$ cat src/rtl/ifns_rx_buffer_26.sv
// Receive buffer for the 26-wire IFNS bus: FIFO with valid/ready output and registered head.
// Optional adjacent-bit pattern checker and error counter enabled by IFNS_RX_PATTERN_CHECK_EN.
module ifns_rx_buffer_26 #(
  parameter int DEPTH = 4,
  parameter int CW    = 26
) (
  input  logic                     clock,
  input  logic                     rst,
  input  logic                     in_valid,
  input  logic [CW:1]              codein,
  input  logic                     out_ready,
  output logic                     out_valid,
  output logic [CW:1]              codeout,
  output logic                     code_err,
  output logic                     overflow,
  output logic [15:0]              err_cnt,
  output logic [$clog2(DEPTH):0]   level
);

  localparam int AW = $clog2(DEPTH);
  localparam int LW = AW + 1;
`ifdef IFNS_RX_PATTERN_CHECK_EN
  localparam int EW = CW + 1;
`else
  localparam int EW = CW;
`endif

  logic [EW-1:0] mem [DEPTH];
  logic [AW-1:0] wr_ptr, rd_ptr, rd_next;
  logic [LW-1:0] level_next;
  logic [EW-1:0] in_entry, head_next;
  logic          full, push, pop;

`ifdef IFNS_RX_PATTERN_CHECK_EN
  logic perr;

  // A centre bit that differs from both neighbours is exactly a 010 or 101 triple.
  always_comb begin
    perr = 1'b0;
    for (int i = 2; i <= CW - 1; i++)
      perr |= (codein[i] ^ codein[i-1]) & (codein[i] ^ codein[i+1]);
  end

  assign in_entry = {perr, codein};
`else
  assign in_entry = codein;
`endif

  // NOTE: every signal written in always_comb gets a default first, so no latch can be inferred.
  always_comb begin
    full       = (level == LW'(DEPTH));
    pop        = out_valid && out_ready;
    push       = in_valid && (!full || pop);
    rd_next    = pop ? rd_ptr + AW'(1) : rd_ptr;
    level_next = level + LW'(push) - LW'(pop);
    // When nothing remains behind the departing head, the new head is the incoming word.
    head_next  = (level == LW'(pop)) ? in_entry : mem[rd_next];
  end

  // NOTE: storage array has no reset; pointers and level define which entries are meaningful.
  always_ff @(posedge clock) begin
    if (!rst && push) mem[wr_ptr] <= in_entry;
  end

  // NOTE: sequential state uses non-blocking assignments so all registers update from pre-edge values.
  always_ff @(posedge clock) begin
    if (rst) begin
      wr_ptr    <= '0;
      rd_ptr    <= '0;
      level     <= '0;
      out_valid <= 1'b0;
      codeout   <= '0;
      overflow  <= 1'b0;
    end else begin
      if (push) wr_ptr <= wr_ptr + AW'(1);
      rd_ptr    <= rd_next;
      level     <= level_next;
      out_valid <= (level_next != '0);
      if (level_next != '0) codeout <= head_next[CW-1:0];
      if (in_valid && !push) overflow <= 1'b1;
    end
  end

`ifdef IFNS_RX_PATTERN_CHECK_EN
  always_ff @(posedge clock) begin
    if (rst) begin
      code_err <= 1'b0;
      err_cnt  <= '0;
    end else begin
      if (level_next != '0) code_err <= head_next[CW];
      if (push && perr && err_cnt != 16'hFFFF) err_cnt <= err_cnt + 16'd1;
    end
  end
`else
  assign code_err = 1'b0;
  assign err_cnt  = 16'h0000;
`endif

endmodule

$ cat config.mk
export PLATFORM = sky130hd
export DESIGN_NAME = ifns_rx_buffer_26
export DESIGN_NICKNAME = d
export VERILOG_FILES = /design/src/rtl/ifns_rx_buffer_26.sv
export SDC_FILE = /design/constraint.sdc
export NUM_CORES = 1
export LEC_CHECK = 0
export ABC_AREA = 1
export ABC_CLOCK_PERIOD_IN_PS = 5200
export BUFFER_PORTS_ARGS = -buffer_cell sky130_fd_sc_hd__buf_4
export CORE_UTILIZATION = 40
export DETAILED_ROUTE_END_ITERATION = 7
export HOLD_SLACK_MARGIN = 0.06
export PLACE_DENSITY = 0.63
export SLEW_MARGIN = 10
export SYNTH_ARGS = -nofsm -noshare
export SYNTH_HDL_FRONTEND = slang
export SYNTH_SLANG_ARGS = --single-unit
$ cat constraint.sdc
create_clock -name clock -period 5.2 [get_ports clock]
set_clock_uncertainty 0.05 [all_clocks]
set_input_delay 1.56 -clock clock [delete_from_list [all_inputs] [get_ports clock]]
set_output_delay 1.56 -clock clock [all_outputs]
set_load 0.005 [all_outputs]
==> impl_metrics.py <==
metrics = {
    "floorplanning": {
        "die_height_um": 125,
        "core-area_um2": 14700,
        "die_w_um": 125,
        "fp.dieArea_um2": 15700,
        "fp-row-count": 44,
        "design.portCount": 78,
        "initial_utilization": 0.414,
    },
    "cts": {
        "cts.clk_slew.worst_paths_ns": 0.05,
        "postCtsSetupBuffers": 0,
        "cts_num_sinks": 139,
        "cts_max_level": 4,
        "clockRootBuffer": "clkbuf_16",
        "cts_buffers": 17,
        "post_cts_resize_count": 0,
        "cts_max_path_buffers": 2,
        "holdBufCountCts": 0,
        "clk-insertion-delay-late_ns": 0.42,
        "tritoncts": "built",
    },
    "timing": {
        "final_setup_fails": 0,
        "tightestPinTransition_ns": 0.791,
        "final.period_utilization": 0.726,
        "setup_repair_after_global_routing_missed_its_margin": "no",
        "timing.slew.headroom": 0.471,
        "slew_violations": 0,
        "final_period_minus_worst_setup_slack_ns": 3.77,
        "final-hold-violation-count": 0,
        "max_clock_freq_ghz": 0.265,
        "setup-tns-final_ns": 0,
        "setup_ws_ns": 1.43,
        "finalHoldWorstSlack_ns": 0.399,
    },
    "detailed_routing": {
        "post_detailed_routing_wire_length_mm": 12.9,
        "drt-initial-drc-count": 291,
        "drt-vias-per-instance": 4.78,
        "dr_total_vias": 4275,
        "drt_drc_violations_left": 8,
        "number_of_optimization_iterations_in_the_first_detailed_route_pass": 8,
        "wire_per_inst_um": 14.5,
        "remaining_antenna_violation_count": 0,
    },
    "setup_path": {
        "crit_path_frequent_cell": "nand2_1",
        "crit_type": "input pin to flop",
        "path_max_fanout": 26,
        "cp.required_ns": 5.51,
        "cp-end-kind": "flop",
        "cp_slowest_cell": "nor2_4",
        "startpoint_type": "input pin",
        "slowest_delay_ns": 0.62,
        "critPathArrivalTime_ns": 4.09,
        "worstPathCellList": "buf_4, nand2_2, nand4_1, nand2_1, nand2_1, nand2_1, ha_1, fa_1, nor2_1, nand3_2, nor2_4, nand2_1, nand2_1",
    },
    "global_routing": {
        "grt_pass1_wl_mm": 20.7,
        "number_of_antenna_violations_at_the_first_check_in_global_routing": 0,
        "overflow": 0,
        "maximum_number_of_pins_on_one_net_before_global_route_repair": 54,
        "first_global_vias": 4100,
        "global_route.usage.total": 0.174,
    },
    "synthesis": {
        "avgSynthCellArea_um2": 9.49,
        "sequential_element_share_of_the_synthesized_area": 0.628,
        "synthDistinctLibCells": 25,
        "ys_warn_count": 0,
        "async_flop_share": 0,
        "postSynth.topFlopCell": "edfxtp_1",
        "synth_seq_cells": 139,
        "netlist_area_um2": 6090,
        "synth_cells": 642,
        "synth_enable_flop_cells": 104,
    },
    "placement": {
        "place.port_buffers": 60,
        "place_ws_ns": 1.00,
        "dp_hpwl_mm": 7.29,
        "gp_routability_congestion": 0.741,
    },
    "hold_path": {
        "hold_path.class": "flop to flop",
    },
    "pwr": {
        "share_comb_of_total_power": 0.318,
        "worst_ir_drop_vdd_uv": 291,
        "power.switching_uw": 1240,
        "power_frac_seq": 0.388,
        "power.leakage_uw": 0.00318,
        "pwr_density_cell_nw_per_um2": 510,
        "swShare": 0.342,
        "internal_power_uw": 2390,
        "power.share.clock": 0.294,
    },
    "outcome": {
        "outcome": "complete, but fails checks",
        "failed_checks": "design-rule violations",
    },
    "final_layout": {
        "area.sequential_um2": 3820,
        "fillerInstances": 1363,
        "area_delta_synth_final_pct": 17.1,
        "layout_commonest_cell": "nand2_1",
        "nNetsFinal": 733,
        "layout-drive-gt1-share": 0.148,
        "area_used_by_multi_input_combinational_logic_um2": 1790,
        "insertedDiodeCount": 0,
        "mostFrequentLayoutCells": "191 x nand2_1, 107 x nand3_1, 104 x edfxtp_1, 68 x inv_1, 66 x buf_4",
    },
    "flow_run": {
        "drv_cap": 0,
    },
}
## synthesized netlist by cell type (2+ instances only)
library cell	count	share of area
nand3_2	2	0.0033
nor2_1	63	0.039
clkbuf_1	5	0.0031
buf_4	22	0.027
edfxtp_1	104	0.51
nand3_1	107	0.088
ha_1	5	0.010
o21ai_0	2	0.0016
buf_2	18	0.015
dfxtp_1	35	0.12
nand4_1	2	0.0021
nand2_1	191	0.12
nand2_4	3	0.0055
nand2_2	3	0.0031
inv_1	68	0.042
a21oi_1	3	0.0025
## through the flow
stage                     cells  total power (uW)  area, um^2   util
after floorplan             658              2250        6150      -
final                       894              3640        7130  0.485
after global routing        894              3880        7130  0.485
after detailed placement    862              2610        6610  0.450
after CTS                   894              3680        7130  0.485
after global placement      862              2580        6610  0.450
## per-layer routing
layer  part of all wire  vias to the layer above  wire (um)  GRT usage
met1               0.43                     2000       5540      0.204
met5                  0                        -          0          0
li1                   -                     2155          -          -
met3              0.056                       19        727     0.0449
met2               0.50                      101       6440      0.296
met4              0.016                        0        210     0.0825
## path summary, 6_finish.rpt
path               startpoint           to  slack [ns]  cells past startpoint
setup reg to reg    out_valid  codeout[22]        2.24                     12
hold reg to reg   codeout[19]  codeout[19]        0.40                      2
setup / recovery    out_ready  codeout[22]        1.43                     13
hold / removal    codeout[19]  codeout[19]        0.40                      2
## logic make-up after synthesis
| family | after synthesis | synth area share |
|---|---|---|
| compound gates | 6 | 0.00534 |
| other cells | 1 | 0.000616 |
| flops | 139 | 0.628 |
| buf+inv | 117 | 0.0896 |
| simple gates | 373 | 0.263 |
| fa+ha+maj | 6 | 0.0136 |
## critical path, delay by kind of cell
kind / cells / cell delay, ns
buf+inv: 1 / 0.13
simple gates: 10 / 1.79
fa+ha+maj: 2 / 0.58
## registers in the layout, indices dropped and copies added, names as in the netlist
register / flops
out_valid: 1
mem: 104
overflow: 1
level: 3
wr_ptr: 2
codeout: 26
rd_ptr: 2
## power groups by stage
stage	Combinational, uW	Sequential (uW)	Clock, uW
3_5_place_dp	1170	1430	0
2_1_floorplan	817	1430	0
6_report	1160	1410	1070
5_1_grt	1320	1430	1130
3_3_place_gp	1150	1430	0
4_1_cts	1180	1410	1080
## cell type report
class,instances,share of cell area
Timing Repair Buffer,66,0.0695
Inverter,71,0.0375
Clock buffer,29,0.0716
Multi-Input combinational cell,402,0.251
Sequential cell,139,0.536
Clock inverter,3,0.00193
Tap cell,184,0.0323
No activity file was read; power rests on OpenSTA's default activity.
